===== src/rtl/usb_rx_nrzi_decoder_if.sv =====
// Line-sample inputs and decoded-stream outputs of the USB receive NRZI decoder.
// The slave modport is the decoder side; the master modport is the driver/monitor side.
interface usb_rx_nrzi_decoder_if;
   logic i_dp;
   logic i_dm;
   logic i_sample_valid;
   logic i_rx_en;
   logic o_data;
   logic o_valid;
   logic o_sync_pattern;
   logic o_eop;
   logic o_rx_error;
   logic o_active;

   modport slave (
      input  i_dp,
      input  i_dm,
      input  i_sample_valid,
      input  i_rx_en,
      output o_data,
      output o_valid,
      output o_sync_pattern,
      output o_eop,
      output o_rx_error,
      output o_active
   );

   modport master (
      output i_dp,
      output i_dm,
      output i_sample_valid,
      output i_rx_en,
      input  o_data,
      input  o_valid,
      input  o_sync_pattern,
      input  o_eop,
      input  o_rx_error,
      input  o_active
   );
endinterface


===== src/rtl/usb_rx_nrzi_decoder.sv =====
// USB full-speed receive front end: NRZI decode, SYNC hunt, bit unstuffing and
// EOP / line-error detection, producing a one-bit stream for the deserializer.
module usb_rx_nrzi_decoder #(
   parameter int unsigned SYNC_MIN_ZEROS = 5,
   parameter int unsigned EOP_MIN_SE0    = 2,
   parameter int unsigned STUFF_LEN      = 6
) (
   input logic                  i_clk,
   input logic                  i_rst_n,
   usb_rx_nrzi_decoder_if.slave bus
);

   localparam int unsigned ZW = $clog2(SYNC_MIN_ZEROS + 1);
   localparam int unsigned OW = $clog2(STUFF_LEN + 1);
   localparam int unsigned SW = $clog2(EOP_MIN_SE0 + 1);

   localparam logic [ZW-1:0] ZERO_MAX  = ZW'(SYNC_MIN_ZEROS);
   localparam logic [OW-1:0] STUFF_MAX = OW'(STUFF_LEN);
   localparam logic [SW-1:0] SE0_MAX   = SW'(EOP_MIN_SE0);

   typedef enum logic [1:0] {
      ST_IDLE = 2'd0,
      ST_DATA = 2'd1,
      ST_EOP  = 2'd2,
      ST_ERR  = 2'd3
   } state_e;

   state_e        state_q, state_d;
   logic          prev_level_q, prev_level_d;
   logic [ZW-1:0] zero_cnt_q, zero_cnt_d;
   logic [OW-1:0] ones_cnt_q, ones_cnt_d;
   logic [SW-1:0] se0_cnt_q, se0_cnt_d;
   logic          data_q, data_d;
   logic          valid_q, valid_d;
   logic          sync_q, sync_d;
   logic          eop_q, eop_d;
   logic          err_q, err_d;
   logic          active_q, active_d;

   logic line_j_s;
   logic line_k_s;
   logic line_se0_s;
   logic line_jk_s;
   logic dec_bit_s;

   // Line-state classification; the J/K level is simply D+, and NRZI decodes "no change" as 1.
   assign line_j_s   = bus.i_dp & ~bus.i_dm;
   assign line_k_s   = ~bus.i_dp & bus.i_dm;
   assign line_se0_s = ~bus.i_dp & ~bus.i_dm;
   assign line_jk_s  = line_j_s | line_k_s;
   assign dec_bit_s  = (bus.i_dp == prev_level_q);

   // Next-state and output decode for the receive FSM.
   always_comb begin
      state_d      = state_q;
      prev_level_d = prev_level_q;
      zero_cnt_d   = zero_cnt_q;
      ones_cnt_d   = ones_cnt_q;
      se0_cnt_d    = se0_cnt_q;
      data_d       = data_q;
      valid_d      = 1'b0;
      sync_d       = 1'b0;
      eop_d        = 1'b0;
      err_d        = 1'b0;
      active_d     = active_q;

      if (!bus.i_rx_en) begin
         state_d      = ST_IDLE;
         prev_level_d = 1'b1;
         zero_cnt_d   = '0;
         ones_cnt_d   = '0;
         se0_cnt_d    = '0;
         active_d     = 1'b0;
      end else if (bus.i_sample_valid) begin
         if (line_jk_s) begin
            prev_level_d = bus.i_dp;
         end else begin
            prev_level_d = prev_level_q;
         end

         case (state_q)
            ST_IDLE: begin
               if (line_jk_s) begin
                  if (dec_bit_s) begin
                     zero_cnt_d = '0;
                     if (zero_cnt_q >= ZERO_MAX) begin
                        sync_d     = 1'b1;
                        active_d   = 1'b1;
                        ones_cnt_d = OW'(1);
                        state_d    = ST_DATA;
                     end else begin
                        state_d = ST_IDLE;
                     end
                  end else if (zero_cnt_q < ZERO_MAX) begin
                     zero_cnt_d = zero_cnt_q + ZW'(1);
                  end else begin
                     zero_cnt_d = ZERO_MAX;
                  end
               end else begin
                  zero_cnt_d = '0;
               end
            end

            ST_DATA: begin
               if (line_jk_s) begin
                  if (ones_cnt_q == STUFF_MAX) begin
                     // Stuffed-bit slot: a 0 is dropped, a 1 means seven ones in a row.
                     ones_cnt_d = '0;
                     if (dec_bit_s) begin
                        err_d    = 1'b1;
                        active_d = 1'b0;
                        state_d  = ST_ERR;
                     end else begin
                        state_d = ST_DATA;
                     end
                  end else begin
                     data_d  = dec_bit_s;
                     valid_d = 1'b1;
                     if (dec_bit_s) begin
                        ones_cnt_d = ones_cnt_q + OW'(1);
                     end else begin
                        ones_cnt_d = '0;
                     end
                  end
               end else if (line_se0_s) begin
                  ones_cnt_d = '0;
                  se0_cnt_d  = SW'(1);
                  state_d    = ST_EOP;
               end else begin
                  ones_cnt_d = '0;
                  err_d      = 1'b1;
                  active_d   = 1'b0;
                  state_d    = ST_ERR;
               end
            end

            ST_EOP: begin
               if (line_se0_s) begin
                  if (se0_cnt_q < SE0_MAX) begin
                     se0_cnt_d = se0_cnt_q + SW'(1);
                  end else begin
                     se0_cnt_d = SE0_MAX;
                  end
               end else if (line_j_s && (se0_cnt_q >= SE0_MAX)) begin
                  eop_d        = 1'b1;
                  active_d     = 1'b0;
                  se0_cnt_d    = '0;
                  prev_level_d = 1'b1;
                  state_d      = ST_IDLE;
               end else begin
                  err_d     = 1'b1;
                  active_d  = 1'b0;
                  se0_cnt_d = '0;
                  state_d   = ST_ERR;
               end
            end

            ST_ERR: begin
               // Recovery needs the line to pass through SE0 and then settle on J.
               if (line_se0_s) begin
                  se0_cnt_d = SW'(1);
               end else if (line_j_s && (se0_cnt_q != '0)) begin
                  se0_cnt_d    = '0;
                  prev_level_d = 1'b1;
                  state_d      = ST_IDLE;
               end else begin
                  se0_cnt_d = '0;
               end
            end

            default: begin
               state_d      = ST_IDLE;
               prev_level_d = 1'b1;
               zero_cnt_d   = '0;
               ones_cnt_d   = '0;
               se0_cnt_d    = '0;
               active_d     = 1'b0;
            end
         endcase
      end else begin
         state_d = state_q;
      end
   end

   // State, counters and registered outputs.
   always_ff @(posedge i_clk or negedge i_rst_n) begin
      if (!i_rst_n) begin
         state_q      <= ST_IDLE;
         prev_level_q <= 1'b1;
         zero_cnt_q   <= '0;
         ones_cnt_q   <= '0;
         se0_cnt_q    <= '0;
         data_q       <= 1'b0;
         valid_q      <= 1'b0;
         sync_q       <= 1'b0;
         eop_q        <= 1'b0;
         err_q        <= 1'b0;
         active_q     <= 1'b0;
      end else begin
         state_q      <= state_d;
         prev_level_q <= prev_level_d;
         zero_cnt_q   <= zero_cnt_d;
         ones_cnt_q   <= ones_cnt_d;
         se0_cnt_q    <= se0_cnt_d;
         data_q       <= data_d;
         valid_q      <= valid_d;
         sync_q       <= sync_d;
         eop_q        <= eop_d;
         err_q        <= err_d;
         active_q     <= active_d;
      end
   end

   assign bus.o_data         = data_q;
   assign bus.o_valid        = valid_q;
   assign bus.o_sync_pattern = sync_q;
   assign bus.o_eop          = eop_q;
   assign bus.o_rx_error     = err_q;
   assign bus.o_active       = active_q;

endmodule


===== src/flat_wrapper.sv =====
// flat-port wrapper written by rule: the top's interface ports become plain ports
module usb_rx_nrzi_decoder_flat 
#(
   parameter int unsigned SYNC_MIN_ZEROS = 5,
   parameter int unsigned EOP_MIN_SE0    = 2,
   parameter int unsigned STUFF_LEN      = 6
)
  (i_clk, i_rst_n, bus_i_dp, bus_i_dm, bus_i_sample_valid, bus_i_rx_en, bus_o_data, bus_o_valid, bus_o_sync_pattern, bus_o_eop, bus_o_rx_error, bus_o_active);
  usb_rx_nrzi_decoder_if bus_i ();
  input logic i_clk;
  input logic i_rst_n;
  input wire logic [$bits(bus_i.i_dp)-1:0] bus_i_dp;
  input wire logic [$bits(bus_i.i_dm)-1:0] bus_i_dm;
  input wire logic [$bits(bus_i.i_sample_valid)-1:0] bus_i_sample_valid;
  input wire logic [$bits(bus_i.i_rx_en)-1:0] bus_i_rx_en;
  output wire logic [$bits(bus_i.o_data)-1:0] bus_o_data;
  output wire logic [$bits(bus_i.o_valid)-1:0] bus_o_valid;
  output wire logic [$bits(bus_i.o_sync_pattern)-1:0] bus_o_sync_pattern;
  output wire logic [$bits(bus_i.o_eop)-1:0] bus_o_eop;
  output wire logic [$bits(bus_i.o_rx_error)-1:0] bus_o_rx_error;
  output wire logic [$bits(bus_i.o_active)-1:0] bus_o_active;
  assign bus_i.i_dp = bus_i_dp;
  assign bus_i.i_dm = bus_i_dm;
  assign bus_i.i_sample_valid = bus_i_sample_valid;
  assign bus_i.i_rx_en = bus_i_rx_en;
  assign bus_o_data = bus_i.o_data;
  assign bus_o_valid = bus_i.o_valid;
  assign bus_o_sync_pattern = bus_i.o_sync_pattern;
  assign bus_o_eop = bus_i.o_eop;
  assign bus_o_rx_error = bus_i.o_rx_error;
  assign bus_o_active = bus_i.o_active;
  usb_rx_nrzi_decoder #(.SYNC_MIN_ZEROS(SYNC_MIN_ZEROS), .EOP_MIN_SE0(EOP_MIN_SE0), .STUFF_LEN(STUFF_LEN)) u_core (.i_clk(i_clk), .i_rst_n(i_rst_n), .bus(bus_i));
endmodule

===== config.mk =====
export PLATFORM = sky130hd
export DESIGN_NAME = usb_rx_nrzi_decoder_flat
export DESIGN_NICKNAME = d
export VERILOG_FILES = /design/src/rtl/usb_rx_nrzi_decoder_if.sv /design/src/rtl/usb_rx_nrzi_decoder.sv /design/src/flat_wrapper.sv
export SDC_FILE = /design/constraint.sdc
export NUM_CORES = 1
export LEC_CHECK = 0
export ABC_AREA = 1
export CELL_PAD_IN_SITES_DETAIL_PLACEMENT = 1
export CELL_PAD_IN_SITES_GLOBAL_PLACEMENT = 1
export CORE_UTILIZATION = 41
export DETAILED_ROUTE_END_ITERATION = 12
export GPL_TIMING_DRIVEN = 0
export PLACE_DENSITY_LB_ADDON = 0.1
export RECOVER_POWER = 50
export SYNTH_ARGS = -nofsm -noshare
export SYNTH_HDL_FRONTEND = slang
export SYNTH_SLANG_ARGS = --single-unit

===== constraint.sdc =====
create_clock -name i_clk -period 1.9 [get_ports i_clk]
set_input_delay 0.38 -clock i_clk [delete_from_list [all_inputs] [get_ports i_clk]]
set_output_delay 0.38 -clock i_clk [all_outputs]
set_load 0.005 [all_outputs]

# After elaboration in Yosys (flattened, before gate mapping)
# Cells that the tools add are included.
# totals
ff_bits,17
inputBits,6
# op_classes
n_addsub,3
n_lt_le_gt_ge,4
eq_ne,20
mux,80
n_bitwise,7
n_reduce_logical,10
# op_table
operator,n
2-to-1 mux 1 bit,43
2-to-1 mux 3 bit,14
2-to-1 mux 2 bit,17
"inequality test 3 x 2 -> 1 bit, second input constant",5
AND reduction 7 bit,2
AND reduction 5 bit,2
"inequality test 3 bit, second input constant",3
"inequality test 4 x 1 -> 1 bit, second input constant",2
"inequality test 4 bit, second input constant",2
one-hot mux 2 bit (4 select lines),1
"adder 3 x 1 -> 3 bit, second input constant",2
one-hot mux 2 bit (3 select lines),1
one-hot mux 3 bit (2 select lines),1
"equality test 2 bit, second input constant",2
one-hot mux 1 bit (2 select lines),2
AND reduction 4 bit,1
bitwise AND 1 bit,3
"equality test 3 bit, second input constant",1
"greater-or-equal comparator 3 bit, second input constant",1
"< comparator 3 bit, second input constant",1
"inequality test 3 x 1 -> 1 bit, second input constant",1
inverter 1 bit,3
one-hot mux 1 bit (3 select lines),1
"adder 2 x 1 -> 2 bit, second input constant",1
11 further kinds,12

# Longest topological paths before layout
# Gate-level depths: netlist of run 1.
# depth
ltp_word,9
depth_mapped,11
ltp_nobuf,11

# Worst setup path after synthesis of run 1
# Ideal clock, no wire load.
# synth_timing
path_type,input-to-reg
startpoint,input bus_i_dm
endpoint,register u_core.ones_cnt_q[2]
arrival_time_ns,1.329
required_time_ns,1.783
slack_ns,0.454
cell_stages,10
path_buffers,1
path_cell_list,inv_1 > ha_1 > buf_4 > inv_2 > nand2_2 > nand3_4 > nor2_4 > inv_2 > nand2_1 > nand2_1
# synth_via
elab_chain_cells,7
word_cells_on_any_way,10
classes_between,eq/ne: 1; mux: 4; bitwise: 4; reduce/logical: 1
# synth_lines
element,line,text
"start, declared",flat_wrapper.sv:13,input wire logic [$bits(bus_i.i_dm)-1:0] bus_i_dm;
inverter 1 bit,usb_rx_nrzi_decoder.sv:47,assign line_j_s = bus.i_dp & ~bus.i_dm;
bitwise AND 1 bit,usb_rx_nrzi_decoder.sv:47,
OR 1 bit (*),usb_rx_nrzi_decoder.sv:50,assign line_jk_s = line_j_s | line_k_s;
2-to-1 mux 3 bit,usb_rx_nrzi_decoder.sv:105,if (line_jk_s) begin
one-hot mux 3 bit (2 select lines),usb_rx_nrzi_decoder.sv:81,case (state_q)
2-to-1 mux 3 bit,usb_rx_nrzi_decoder.sv:74,end else if (bus.i_sample_valid) begin
2-to-1 mux 3 bit,usb_rx_nrzi_decoder.sv:67,if (!bus.i_rx_en) begin
"end signal, assigned",usb_rx_nrzi_decoder.sv:203,ones_cnt_q <= ones_cnt_d;
"end, declared",usb_rx_nrzi_decoder.sv:31,"logic [OW-1:0] ones_cnt_q, ones_cnt_d;"
# Mark *: on every way between the ends. The rest lies on a longest branch, timed or not. The select of a mux whose other input is x is not followed.
# A chain may end at the register's enable or synchronous reset.

# Worst setup path in the final report of run 1
# Same ends and word-level chain as after synthesis.

==> results of run 1 <==
[layout by cell type (no fill, tap or decap), types with 3 or more instances in the layout]
master	Yosys	layout
nand3_1	11	11
o22ai_1	3	3
a21oi_1	4	4
nand4_1	4	4
clkbuf_4	0	3
nand2_1	46	46
inv_2	10	10
clkdlybuf4s50_1	0	9
nor2_1	17	17
o21ai_1	6	6
nand2_2	3	3
nor2_4	3	3
inv_1	16	16
ha_1	10	10
dfrtp_1	16	16
o21ai_0	6	6
[flip-flops by register name, indices dropped and copies added (netlist names)]
signal,flops
u_core.ones_cnt_q,3
u_core.zero_cnt_q,3
u_core.se0_cnt_q,2
u_core.state_q,2
u_core.bus.o_active,1
u_core.bus.o_data,1
u_core.bus.o_eop,1
u_core.bus.o_rx_error,1
u_core.bus.o_sync_pattern,1
u_core.bus.o_valid,1
u_core.prev_level_q,1
[cell type report]
class                      count  area [um2]
buffer                         2        18.8
clock buffer                   3        22.5
sequential                    17         427
inverter                      27         104
tap                           31        38.8
clock inverter                 1        7.51
multi-input combinational    125         698
fill                         375        1400
timing repair buffer          11         109
[through the flow]
stage          cell area (um2)  power, mW   util  setup WS, ps  hold slack (ps)
3_3_place_gp              1400      0.564  0.494          -245              477
2_1_floorplan             1250      0.510      -           454             84.4
3_5_place_dp              1400      0.571  0.494          -330              487
4_1_cts                   1430      0.785  0.504           145              515
6_report                  1430      0.779  0.504           150              508
5_1_grt                   1430      0.824  0.504          68.5              548
[logic make-up after synthesis]
| family | Yosys count |
|---|---|
| AND/OR/NAND/NOR | 90 |
| buffers and inverters | 29 |
| AO/OA/AOI/OAI | 25 |
| flip-flops | 17 |
| adder cells (fa/ha/maj) | 10 |
[final timing paths]
check	startpoint	to	slack, ps	cells after the start
max in group asynchronous	i_rst_n	u_core.bus.o_rx_error$_DFF_PN0_	810	1
min in group asynchronous	i_rst_n	u_core.ones_cnt_q[2]$_DFFE_PN0P_	590	1
min	u_core.bus.o_data$_DFFE_PN0P_	u_core.bus.o_data$_DFFE_PN0P_	510	2
min reg2reg	u_core.bus.o_data$_DFFE_PN0P_	u_core.bus.o_data$_DFFE_PN0P_	510	2
max	bus_i_dm	u_core.ones_cnt_q[2]$_DFFE_PN0P_	150	11
max reg2reg	u_core.state_q[0]$_DFFE_PN0P_	u_core.ones_cnt_q[2]$_DFFE_PN0P_	300	10
[power breakdown]
part | total [mW] | internal, mW | switching (mW)
combinational | 0.170 | 0.0620 | 0.108
sequential | 0.393 | 0.380 | 0.0132
clock | 0.215 | 0.0804 | 0.135
[what timing repair did]
| item | CTS | global route |
|---|---|---|
| gates resized for setup | 1 | 0 |
| endpoints found under the setup margin | 1 | 0 |
| hold endpoints to repair | 0 | 0 |
[layer usage]
layer,global-route usage,vias to the layer above,share of wire,wire (um)
met1,0.289,546,0.49,1530
met2,0.363,21,0.48,1500
met5,0,-,0,0
li1,-,585,-,-
met3,0.0136,2,0.025,78
met4,0.0418,0,0.0070,22
[critical path: cells and delay by family]
kind	cells	cell delay (ps)
and+or+nand+nor	5	520
buffers and inverters	5	780
adders and majority gates	1	270
==> results by group, run 1 <==
Global routing
  • Pin count of the biggest net entering global routing: 18
  • Antenna violations before repair: 0
  • Global route total overflow: 0
  • First-pass GRT wire length: 5.35 mm
  • Vias in the first global route: approximately 1.2k
  • GRT Util Overall: 0.209

Yosys
  • Synthesized flop and latch total: 17
  • Post-Syn Instances: 171
  • Main combinational cell family by area after synthesis: simple AND/OR/NAND/NOR gates
  • Ys async rst share: 1.00
  • Post-Synth Simple-Gate Area: 0.343
  • Synthesized Nets: about 190
  • XOR/XNOR Fraction of Synth Area: 0
  • Post-synthesis mux area share: 0
  • Number of enable flip-flop cells after synthesis: 0
  • Ys flop type: dfrtp_1
  • Post-Syn Area: 1250 um2
  • Synth area leaders: dfrtp_1, nand2_1, ha_1
  • Top-count cell post-synth: nand2_1
  • Post-synth top area cell: dfrtp_1
  • Warnings from Yosys: 0
  • Synth top area share: 0.321
  • Post-synthesis compound-gate area fraction: 0.116
  • Syn avg cell area: 7.30 um2
  • Distinct cell type count after synthesis: 27
  • Top cells by count, synth: nand2_1, nor2_1, dfrtp_1, inv_1, nand3_1
  • Adder-Cell Fraction of Synth Area: 0.100
  • Post-synthesis sequential area ratio: 0.342

Setup path
  • Slowest stage delay, CP: 450 ps
  • Critical path's slowest cell: clkdlybuf4s50_1
  • CP arrival: 1960 ps
  • Crit-path cells: clkdlybuf4s50_1, inv_1, ha_1, buf_4, inv_2, nand2_2, nand3_4, nor2_4, inv_2, nand2_1, nand2_1
  • Critical Path Sink Type: register
  • Worst setup SP type: primary input
  • Max Fanout on Critical Path: 10
  • Kind of critical path: in -> reg
  • Required time of the critical path: 2110 ps

STA
  • Slew @ Worst Pin: 806 ps
  • Worst clock skew: 2.71 ps
  • Max-slew headroom: 0.461
  • Fin crit share: 0.921
  • Setup violators final: 0
  • Fin Setup TNS: 0 ps
  • Final hold violations: 0
  • Slew Viols, Final: 0
  • Shortest period the worst path allows: about 1800 ps
  • RSZ-0062 raised after global routing: false
  • Fmax achieved: 0.571 GHz

Floorplan
  • Die Wd: 57.2 um
  • Chip Height: approximately 57 um
  • Row Count: 19
  • Starting Density: 0.441
  • Core area: about 2800 um2
  • Die Area: 3270 um2
  • Ports: 12

Outcome
  • Failing checks: DRC
  • Outcome: complete, but fails checks

Clock tree
  • Hold buffer count at CTS: 0
  • CTS clk-pin slew, worst paths: 110 ps
  • Number of CTS-inserted buffers: 3
  • Root Buffer: clkbuf_4
  • CTS sink count: 17
  • Setup Buffers After CTS: 0
  • CTS tree: built
  • Clock Path Buffers: 2
  • Worst-Skew Late Latency: 310 ps
  • H-tree depth: 1

Detailed routing
  • Routed wire per std cell: 14.4 um
  • DR vias: 1154
  • Drt initial violations: 23
  • DRC: 2
  • Total Wirelength: between 3 and 4 mm
  • DRT Pass-1 Iters: 8
  • Vias per std cell: about 5.3
  • Final ANT Viol Nets: 0

Placement
  • Port bufs: 11
  • Placed instance count: 213
  • HPWL after DPL: 2.51 mm
  • Gpl congestion: between 0.8 and 0.9

Layout
  • Area Growth Syn to Fin: 14.2%
  • Ant diodes: 0
  • Fin cells: 217
  • Number of nets in the layout: 203
  • Layout cells sized above 1: 0.151

Power and ir drop
  • Leakage: 0.747 nW
  • Pwr dens: 546 nW/um2
  • VDD IR max: around 0.00033 V

Hold path
  • Hold crit path type: reg -> reg

Job
  • Max-cap violation count: 0
Note: power is estimated with default switching activity, not from simulation.
==> run 2: changes to the inputs <==
--- a/config.mk
+++ b/config.mk
@@ -6,6 +6,7 @@
 export NUM_CORES = 1
 export LEC_CHECK = 0
 export ABC_AREA = 1
+export CAP_MARGIN = 20
 export CELL_PAD_IN_SITES_DETAIL_PLACEMENT = 1
 export CELL_PAD_IN_SITES_GLOBAL_PLACEMENT = 1
 export CORE_UTILIZATION = 41
==> results of run 2 <==
The final DEF is identical to that of run 1; final timing and power are the same.
==> run 3: changes to the inputs <==
--- a/config.mk
+++ b/config.mk
@@ -10,10 +10,13 @@
 export CELL_PAD_IN_SITES_DETAIL_PLACEMENT = 1
 export CELL_PAD_IN_SITES_GLOBAL_PLACEMENT = 1
 export CORE_UTILIZATION = 41
+export CTS_CLUSTER_DIAMETER = 150
 export DETAILED_ROUTE_END_ITERATION = 12
 export GPL_TIMING_DRIVEN = 0
 export PLACE_DENSITY_LB_ADDON = 0.1
 export RECOVER_POWER = 50
+export SETUP_SLACK_MARGIN = 0.4
+export SKIP_CTS_REPAIR_TIMING = 1
 export SYNTH_ARGS = -nofsm -noshare
 export SYNTH_HDL_FRONTEND = slang
 export SYNTH_SLANG_ARGS = --single-unit
==> results by group, run 3 (synthesis gave the netlist of run 1 again) <==
Floorplan
  • Die Area: approximately 3300 um2
  • Core area: 2830 um2
  • Die Wd: 57.2 um
  • Ports: 12
  • Chip Height: between 50 and 60 um
  • Row Count: 19
  • Starting Density: 0.441

Hold path
  • Hold crit path type: in -> reg

Job
  • Max-cap violation count: 0

Setup path
  • Worst setup SP type: primary input
  • R2R Path End: u_core.state_q[1]$_DFFE_PN0P_
  • Flop-to-flop setup slack: 230 ps
  • Critical Path Sink Type: register
  • Required time of the critical path: about 2100 ps
  • Reg-to-reg startpoint: u_core.state_q[0]$_DFFE_PN0P_
  • Max Fanout on Critical Path: 7
  • Kind of critical path: in -> reg
  • Crit path to: u_core.state_q[1]$_DFFE_PN0P_
  • CP arrival: 1880 ps
  • Crit path launch: bus_i_dp
  • Reg2Reg Depth: 9

Global routing
  • Vias in the first global route: 1204
  • GRT Util Overall: 0.209
  • Global route total overflow: 0
  • Antenna violations before repair: 0
  • Pin count of the biggest net entering global routing: 18
  • First-pass GRT wire length: 5.35 mm

Clock tree
  • Number of CTS-inserted buffers: 3
  • CTS sink count: 17
  • Root Buffer: clkbuf_4
  • CTS tree: built
  • H-tree depth: 1
  • Clock Path Buffers: 2
  • CTS clk-pin slew, worst paths: 110 ps
  • Worst-Skew Late Latency: around 310 ps

Power and ir drop
  • Pwr dens: just over 500 nW/um2
  • VDD IR max: 0.000340 V
  • Leakage: 0.887 nW

STA
  • Slew Viols, Final: 0
  • Slew @ Worst Pin: between 800 and 900 ps
  • Fmax achieved: approximately 0.6 GHz
  • Shortest period the worst path allows: 1670 ps
  • Fin crit share: 0.879
  • Final WS setup: about 230 ps
  • Fin Setup TNS: 0 ps
  • RSZ-0062 raised after global routing: true
  • Final hold violations: 0
  • Worst clock skew: 4.61 ps
  • Setup violators final: 0
  • Max-slew headroom: 0.464

Layout
  • Most frequent cells in the layout: nand2_1, nor2_1, dfrtp_1, inv_2, inv_1
  • Biggest regs: u_core.ones_cnt_q (3), u_core.zero_cnt_q (3)
  • Fin cells: 226
  • Commonest non-fill, non-tap cell in the layout: nand2_1
  • Number of nets in the layout: 212
  • Post-layout utilization of the core: 0.558
  • Post-route cell area: ~1600 um2
  • Ant diodes: 0
  • Layout cells sized above 1: 0.272
  • Fillers: 363
  • Area Growth Syn to Fin: 26.6%

Placement
  • Port bufs: 11
  • HPWL after DPL: 2.51 mm
  • Place WS: -330 ps
  • Post-Place Cell Area: 1400 um2
  • Gpl congestion: 0.826
  • Placed instance count: roughly 210

Detailed routing
  • Drt initial violations: 25
  • Total Wirelength: between 3 and 4 mm
  • DRC: 2
  • DRT Pass-1 Iters: 8
  • Final ANT Viol Nets: 0
  • DR vias: 1205
  • Vias per std cell: 5.33
  • Routed wire per std cell: approximately 15 um

Outcome
  • Failing checks: DRC
  • Outcome: complete, but fails checks
-- run 3: changes by cell type in the layout (fill, tap and decap cells not counted), sizes merged --
cell           previous run  this run
buf                       2        11
clkdlybuf4s50             9         1
dlymetal6s2s              0         7
clkdlybuf4s25             0         2
dlygate4sd2               1         0
-- run 3: area by class of cell --
type                       instances  area (um2)  share of cell area
multi-input combinational        125         762               0.483
sequential                        17         427               0.270
timing repair buffer              20         195               0.124
inverter                          27         104              0.0658
tap                               31        38.8              0.0246
clock buffer                       3        22.5              0.0143
buffer                             2        22.5              0.0143
clock inverter                     1        7.51             0.00475
-- run 3: metrics by stage --
| stage | hold slack [ps] | total power [mW] |
|---|---|---|
| after floorplan | 84.4 | 0.510 |
| after global placement | 477 | 0.564 |
| after detailed placement | 487 | 0.571 |
| after CTS | 515 | 0.786 |
| after global routing | 493 | 0.855 |
| final | 473 | 0.808 |
-- run 3: critical path: stages --
cell	delay, ps
dlymetal6s2s_1	180
inv_2	100
ha_4	270
buf_6	120
nand2_4	50
nor2_1	330
inv_2	120
nand3_1	100
nor2_1	70
nand2_1	90
nand2_1	60
-- run 3: power breakdown --
part / total (mW) / internal (mW) / switching (mW)
registers: 0.393 / 0.380 / 0.0130
logic: 0.199 / 0.0809 / 0.118
clock network: 0.216 / 0.0804 / 0.136
total: 0.808 / 0.541 / 0.266
-- run 3: how the worst min path moves through the flow --
stage / endpoint / startpoint / slack (ps) / cells past startpoint
detailed placement: u_core.bus.o_data$_DFFE_PN0P_ / u_core.bus.o_data$_DFFE_PN0P_ / 490 / 2
global placement: u_core.bus.o_data$_DFFE_PN0P_ / u_core.bus.o_data$_DFFE_PN0P_ / 480 / 2
CTS: u_core.prev_level_q$_DFFE_PN1N_ / u_core.prev_level_q$_DFFE_PN1N_ / 510 / 2
global route: u_core.bus.o_eop$_DFF_PN0_ / bus_i_rx_en / 490 / 3
floorplan: u_core.bus.o_active$_DFFE_PN0P_ / i_rst_n / 80 / 0
finish: u_core.bus.o_eop$_DFF_PN0_ / bus_i_rx_en / 470 / 3
-- run 3: per-layer routing --
metal	up-vias	track usage	wire length, um
li1	606	-	-
met3	3	0.0136	92
met1	575	0.289	1690
met2	21	0.363	1650
met4	0	0.0418	25
met5	-	0	0
